**src/rtl/bp_pkg.sv**
```systemverilog
// bp_pkg: shared types and helpers for the branch predictor.
//   bp_entry_t : one BTB entry (valid, tag, word-aligned target, 2-bit counter)
//   ctr_t      : 2-bit saturating counter encodings (SNT/WNT/WT/ST)
//   ctr_next() : saturating counter update
//   pc_tag()   : tag extraction, zero-extended to the widest possible tag
package bp_pkg;

  // Widest tag occurs at the smallest table (4 entries): PC[31:4] -> 28 bits;
  // 30 bits keeps the struct fixed-width for every legal ENTRIES.
  localparam int TAG_W = 30;
  localparam int TGT_W = 30;

  typedef enum logic [1:0] {
    SNT = 2'b00,
    WNT = 2'b01,
    WT  = 2'b10,
    ST  = 2'b11
  } ctr_t;

  typedef struct packed {
    logic             valid;
    logic [TAG_W-1:0] tag;
    logic [TGT_W-1:0] target;
    ctr_t             ctr;
  } bp_entry_t;

  function automatic ctr_t ctr_next(input ctr_t cur, input logic taken);
    ctr_t nxt;
    case (cur)
      SNT:     nxt = taken ? WNT : SNT;
      WNT:     nxt = taken ? WT  : SNT;
      WT:      nxt = taken ? ST  : WNT;
      ST:      nxt = taken ? ST  : WT;
      default: nxt = WNT;
    endcase
    return nxt;
  endfunction

  function automatic logic [TAG_W-1:0] pc_tag(input logic [31:0] pc, input int idx_w);
    return TAG_W'(pc >> (idx_w + 2));
  endfunction

endpackage

```
**src/rtl/bp_table.sv**
```systemverilog
// bp_table: ENTRIES-deep BTB storage.
//   clk, rst_n            : clock, async active-low reset (valid=0, counter=WNT)
//   rd_idx / rd_entry     : combinational read port (returns pre-write contents)
//   wr_upd                : resolve a branch at wr_idx (hit: count/retarget; miss+taken: allocate)
//   wr_inv                : clear the valid bit at wr_idx (alias)
//   wr_tag, wr_taken, wr_target : resolved branch tag, outcome, target[31:2]
// The write port is read-modify-write on its own index so a back-to-back
// branch always updates the current counter, not one sampled at fetch.
module bp_table
  import bp_pkg::*;
#(
  parameter int ENTRIES = 16,
  parameter int IDX_W   = 4
) (
  input  logic             clk,
  input  logic             rst_n,
  input  logic [IDX_W-1:0] rd_idx,
  output bp_entry_t        rd_entry,
  input  logic             wr_upd,
  input  logic             wr_inv,
  input  logic [IDX_W-1:0] wr_idx,
  input  logic [TAG_W-1:0] wr_tag,
  input  logic             wr_taken,
  input  logic [TGT_W-1:0] wr_target
);

  bp_entry_t mem_r [ENTRIES];
  logic      wr_hit_s;

  assign rd_entry = mem_r[rd_idx];
  assign wr_hit_s = mem_r[wr_idx].valid && (mem_r[wr_idx].tag == wr_tag);

  // Entry storage: reset, alias invalidation, counter update or allocation.
  always_ff @(posedge clk or negedge rst_n) begin
    if (!rst_n) begin
      for (int i = 0; i < ENTRIES; i++) begin
        mem_r[i] <= '{valid: 1'b0, tag: {TAG_W{1'b0}}, target: {TGT_W{1'b0}}, ctr: WNT};
      end
    end else if (wr_inv) begin
      mem_r[wr_idx].valid <= 1'b0;
    end else if (wr_upd) begin
      if (wr_hit_s) begin
        mem_r[wr_idx].ctr <= ctr_next(mem_r[wr_idx].ctr, wr_taken);
        if (wr_taken) begin
          mem_r[wr_idx].target <= wr_target;
        end
      end else if (wr_taken) begin
        mem_r[wr_idx] <= '{valid: 1'b1, tag: wr_tag, target: wr_target, ctr: WT};
      end
    end
  end

endmodule

```
**src/rtl/branch_predictor.sv**
```systemverilog
// branch_predictor: BTB + 2-bit counter predictor with decode-stage resolution.
//   Fetch : PCF -> PredTakenF, PredTargetF (combinational lookup)
//   Decode: StallD/FlushD control the IdxD/PredTakenD/PredTargetD registers;
//           BranchD/BranchTakenD/BranchTargetD/PCPlus4D resolve the branch and
//           drive MispredictD/RedirectPCD; BranchCnt/MispredCnt are statistics.
// Optional feature: define BP_GSHARE_EN to XOR a HIST_BITS-wide global history
// into the fetch index (gshare). Default build uses plain PC indexing.
module branch_predictor
  import bp_pkg::*;
#(
  parameter int ENTRIES   = 16,
  parameter int HIST_BITS = 4
) (
  input  logic        CLK,
  input  logic        rst_n,
  input  logic [31:0] PCF,
  input  logic        StallD,
  input  logic        FlushD,
  input  logic        BranchD,
  input  logic        BranchTakenD,
  input  logic [31:0] BranchTargetD,
  input  logic [31:0] PCPlus4D,
  output logic        PredTakenF,
  output logic [31:0] PredTargetF,
  output logic        MispredictD,
  output logic [31:0] RedirectPCD,
  output logic [31:0] BranchCnt,
  output logic [31:0] MispredCnt
);

  localparam int IDX_W = $clog2(ENTRIES);

  if ((ENTRIES < 4) || (ENTRIES > 256) || ((ENTRIES & (ENTRIES - 1)) != 0) ||
      (HIST_BITS < 1) || (HIST_BITS > IDX_W)) begin : g_bad_cfg
    $error("branch_predictor: ENTRIES or HIST_BITS out of range");
  end

  logic [IDX_W-1:0] idx_f_s;
  logic [IDX_W-1:0] idx_d_r;
  logic             pred_taken_d_r;
  logic [31:0]      pred_target_d_r;
  bp_entry_t        rd_entry_s;
  logic             upd_s;
  logic             alias_s;
  logic [31:0]      pc_d_s;

`ifdef BP_GSHARE_EN
  logic [HIST_BITS-1:0] ghr_r;

  assign idx_f_s = PCF[IDX_W+1:2] ^ IDX_W'(ghr_r);

  // Global history: newest outcome enters at bit 0, oldest falls off the top.
  always_ff @(posedge CLK or negedge rst_n) begin
    if (!rst_n) begin
      ghr_r <= {HIST_BITS{1'b0}};
    end else if (upd_s) begin
      ghr_r <= HIST_BITS'({ghr_r, BranchTakenD});
    end
  end
`else
  assign idx_f_s = PCF[IDX_W+1:2];
`endif

  bp_table #(
    .ENTRIES (ENTRIES),
    .IDX_W   (IDX_W)
  ) u_table (
    .clk       (CLK),
    .rst_n     (rst_n),
    .rd_idx    (idx_f_s),
    .rd_entry  (rd_entry_s),
    .wr_upd    (upd_s),
    .wr_inv    (alias_s),
    .wr_idx    (idx_d_r),
    .wr_tag    (pc_tag(pc_d_s, IDX_W)),
    .wr_taken  (BranchTakenD),
    .wr_target (BranchTargetD[31:2])
  );

  // Fetch-stage lookup.
  always_comb begin
    PredTakenF = rd_entry_s.valid && (rd_entry_s.tag == pc_tag(PCF, IDX_W)) && rd_entry_s.ctr[1];
    if (PredTakenF) begin
      PredTargetF = {rd_entry_s.target, 2'b00};
    end else begin
      PredTargetF = PCF + 32'd4;
    end
  end

  // Decode-stage resolution. The update always uses the registered index so
  // a history change between fetch and decode cannot redirect the write.
  always_comb begin
    pc_d_s  = PCPlus4D - 32'd4;
    upd_s   = BranchD && !StallD;
    alias_s = !BranchD && pred_taken_d_r && !StallD;
    // rst_n gate keeps the redirect quiet while the pipeline is held in reset.
    MispredictD = rst_n && !StallD &&
                  ((BranchD && (pred_taken_d_r != BranchTakenD)) ||
                   (BranchD && BranchTakenD && (pred_target_d_r != BranchTargetD)) ||
                   (!BranchD && pred_taken_d_r));
    if (BranchD && BranchTakenD) begin
      RedirectPCD = BranchTargetD;
    end else begin
      RedirectPCD = PCPlus4D;
    end
  end

  // IF/ID prediction registers; flush wins over stall.
  always_ff @(posedge CLK or negedge rst_n) begin
    if (!rst_n) begin
      idx_d_r         <= {IDX_W{1'b0}};
      pred_taken_d_r  <= 1'b0;
      pred_target_d_r <= 32'd0;
    end else if (FlushD) begin
      idx_d_r         <= {IDX_W{1'b0}};
      pred_taken_d_r  <= 1'b0;
      pred_target_d_r <= 32'd0;
    end else if (!StallD) begin
      idx_d_r         <= idx_f_s;
      pred_taken_d_r  <= PredTakenF;
      pred_target_d_r <= PredTargetF;
    end
  end

  // Statistics counters, free-running modulo 2^32.
  always_ff @(posedge CLK or negedge rst_n) begin
    if (!rst_n) begin
      BranchCnt  <= 32'd0;
      MispredCnt <= 32'd0;
    end else begin
      if (upd_s) begin
        BranchCnt <= BranchCnt + 32'd1;
      end
      if (MispredictD) begin
        MispredCnt <= MispredCnt + 32'd1;
      end
    end
  end

endmodule

```
**config.mk**
```make
export PLATFORM = sky130hd
export DESIGN_NAME = branch_predictor
export DESIGN_NICKNAME = d
export VERILOG_FILES = /design/src/rtl/bp_pkg.sv /design/src/rtl/bp_table.sv /design/src/rtl/branch_predictor.sv
export SDC_FILE = /design/constraint.sdc
export NUM_CORES = 2
export LEC_CHECK = 0
export ABC_AREA = 1
export ABC_CLOCK_PERIOD_IN_PS = 3100
export BUFFER_PORTS_ARGS = -buffer_cell sky130_fd_sc_hd__buf_2
export CORE_MARGIN = 3
export CORE_UTILIZATION = 40
export DETAILED_ROUTE_END_ITERATION = 10
export PLACE_DENSITY = 0.53
export SETUP_SLACK_MARGIN = 0.2
export SLEW_MARGIN = 25
export SYNTH_ARGS = -nofsm -noshare
export SYNTH_HDL_FRONTEND = slang
export SYNTH_HIERARCHICAL = 1
export SYNTH_SLANG_ARGS = --single-unit
```
**constraint.sdc**
```tcl
create_clock -name CLK -period 3.1 [get_ports CLK]
set_clock_uncertainty 0.05 [all_clocks]
set_input_delay 0.155 -clock CLK [delete_from_list [all_inputs] [get_ports CLK]]
set_output_delay 0.155 -clock CLK [all_outputs]
set_load 0.01 [all_outputs]
```
==> impl_metrics.csv <==
group,metric,value,unit
status,status,"complete, but fails checks",
status,violations,"negative setup slack",
setup_path,cp-end-kind,"output pin",
grt,grt_pass1_vias,64900,
timing,worst_pin_slew,946,ps
run,drv_cap,0,
logic_synthesis,synth_area_per_cell,7.05,um2
placed_design,gp_congestion,0.950,
routing,avgViaCountPerCell,5.88,
grt,gr-total-overflow,0,
finish,area_growth,28.4,%
timing,finalCritPeriodShare,118,%
floorplan,die_h,409,um
setup_path,cp_max_fo,11,
grt,grt_pass1_wl,424,mm
power,p_int,29.2,mW
floorplan,fp.dieW,409,um
cts,cts_made_buffers,137,
placed_design,port_buffers,231,
timing,rsz0062_at_grt,"yes",
timing,slew_viol_final,0,
finish,regArea,27800,um2
floorplan,ios,232,
floorplan,core_area,161000,um2
timing,worst_slack,-562,ps
logic_synthesis,synthCells,9212,
setup_path,reg2reg_slack,-490,ps
finish,multi_input_area,34200,um2
power,pwr-share-seq,41.3,%
cts,clk_pin_slew,60,ps
routing,post_drt_wl_per_cell,25.0,um
timing,finalSetupViolations,564,
grt,grt_max_degree,150,
cts,htree_num_levels,4,
setup_path,worstSetupStartpointType,"flip-flop",
power,p_leak,37.6,nW
cts,cts_root_buffer,"clkbuf_16",
min_path,hold_path.class,"in -> reg",
logic_synthesis,ys_warn_count,6,
cts,cts_num_sinks,1109,
finish,stdcell_count,11900,
floorplan,die_area,167000,um2
cts,clk-insertion-delay-late,800,ps
setup_path,required,2890,ps
floorplan,rows,147,
finish,nFillCells,15300,
power,power_frac_clock,38.3,%
finish,fin_area,83500,um2
power,powerDensity,517,nW/um2
timing,slew-limit-headroom,36.5,%
power,p_sw,13.9,mW
power,swShare,32.2,%
floorplan,initial_utilization,40.4,%
routing,firstDrtPassIters,6,
grt,antenna_found_initial,4,
power,comb_power_share,20.5,%
logic_synthesis,synth_area,65000,um2
routing,num_vias,70000,
placed_design,place_area,72600,um2
finish,nNetsFinal,9739,
finish,drive_gt1_share,19.2,%
setup_path,path_class,"reg -> out",
timing,layout_min_cycle_time,3660,ps
grt,grt_usage,32.8,%
cts,tritoncts,"done",
timing,clock.fmax,273,MHz
timing,finalHoldViolCount,0,
placed_design,pre_cts_ws,-671,ps
routing,ant_nets,0,
routing,wirelength,297,mm
placed_design,numPlacedInstances,11400,
cts,cts_buffer_depth,3,
power,peakVddDrop,0.590,mV
setup_path,crit_arrival,3460,ps
placed_design,dp_hpwl,177,mm
routing,drt_iter0_drc,8409,
routing,drc,0,
power,power,43.1,mW
[timing repair]
item	in CTS	in global routing
gates resized for setup	247	819
hold buffers	50	0
pin swaps	89	58
setup buffers	61	71
cloned	14	60
endpoints found under the setup margin	569	818
endpoints found under the hold margin	1079	0
[path summary, 6_finish.rpt]
check,start,end,depth (start not counted)
hold / removal,BranchTakenD,u_table/mem_r[696],4
hold reg to reg,u_table/mem_r[882],u_table/mem_r[882],2
setup reg to reg,idx_d_r[0],u_table/mem_r[807],29
setup / recovery,u_table/mem_r[353],PredTargetF[11],19
min in group asynchronous,rst_n,u_table/mem_r[517],4
max in group asynchronous,rst_n,u_table/mem_r[503],5
[per-stage QoR]
step / hold slack (ps) / utilization, % / TNS [ps]
finish: 54.0 / 51.9 / -194680
global route: 23.2 / 51.9 / -276930
CTS: 0.0605 / 49.2 / -103290
detailed placement: -0.936 / 45.1 / -282850
global placement: 0.458 / 45.1 / -294060
floorplan: -191 / - / 0
[metal layers]
metal | track usage [%] | routed length [um] | vias to the layer above
met5 | 0 | 32 | -
met3 | 5.42 | 24600 | 776
li1 | - | - | 31900
met1 | 43.9 | 120000 | 33900
met4 | 16.7 | 18800 | 4
met2 | 51.2 | 134000 | 3409
[cells in the final DEF, fill, tap and decap left out, drive strengths merged, types with 11 or more instances in the layout]
master       instances
clkinv              24
nand2             2302
clkbuf             258
dlygate4sd3         50
nand4               55
o211ai              56
xnor2               37
o22ai              261
and2                11
a22oi               16
xor2                65
o21ai             2060
dfstp               16
mux2                22
inv                583
a21oi              335
dfrtp             1093
nor3               540
nor2               431
o221ai              63
buf               1004
nand3              392
nand3b              39
[cell type report]
type / instances / area share (%)
Multi-Input combinational cell: 6708 / 41.0
Timing Repair Buffer: 1099 / 14.4
Inverter: 579 / 2.65
Clock buffer: 213 / 4.85
Clock inverter: 36 / 0.561
Antenna cell: 1 / 0.00300
Sequential cell: 1109 / 33.3
Tap cell: 2160 / 3.24
[power groups by stage]
stage	Combinational, mW	Sequential, mW	Clock, mW
after detailed placement	8.11	17.9	0
final	8.82	17.8	16.5
after CTS	8.38	17.7	16.7
after global placement	7.96	17.9	0
after global routing	9.68	18.0	17.3
after floorplan	4.81	17.6	0
[registers in the layout, indices dropped and copies added, names as in the netlist]
| name | flops |
|---|---|
| u_table/mem_r | 1008 |
| pred_taken_d_r | 1 |
| idx_d_r | 4 |
| BranchCnt | 32 |
| pred_target_d_r | 32 |
| MispredCnt | 32 |
[critical path: stages (launching register included)]
cell and delay (ps):
dfrtp_1 430, o21ai_0 180, o22ai_1 120, o211ai_1 200, nand2_1 90, buf_4 200, inv_1 80, nor2_1 40
nor2_1 80, nand2_1 60, nor2_2 100, nand2_1 90, nor2_4 130, buf_12 130, buf_6 120, buf_16 140
nand3b_1 170, nand2_1 120, inv_1 60, buf_6 120
No activity file was read; power rests on OpenSTA's default activity.
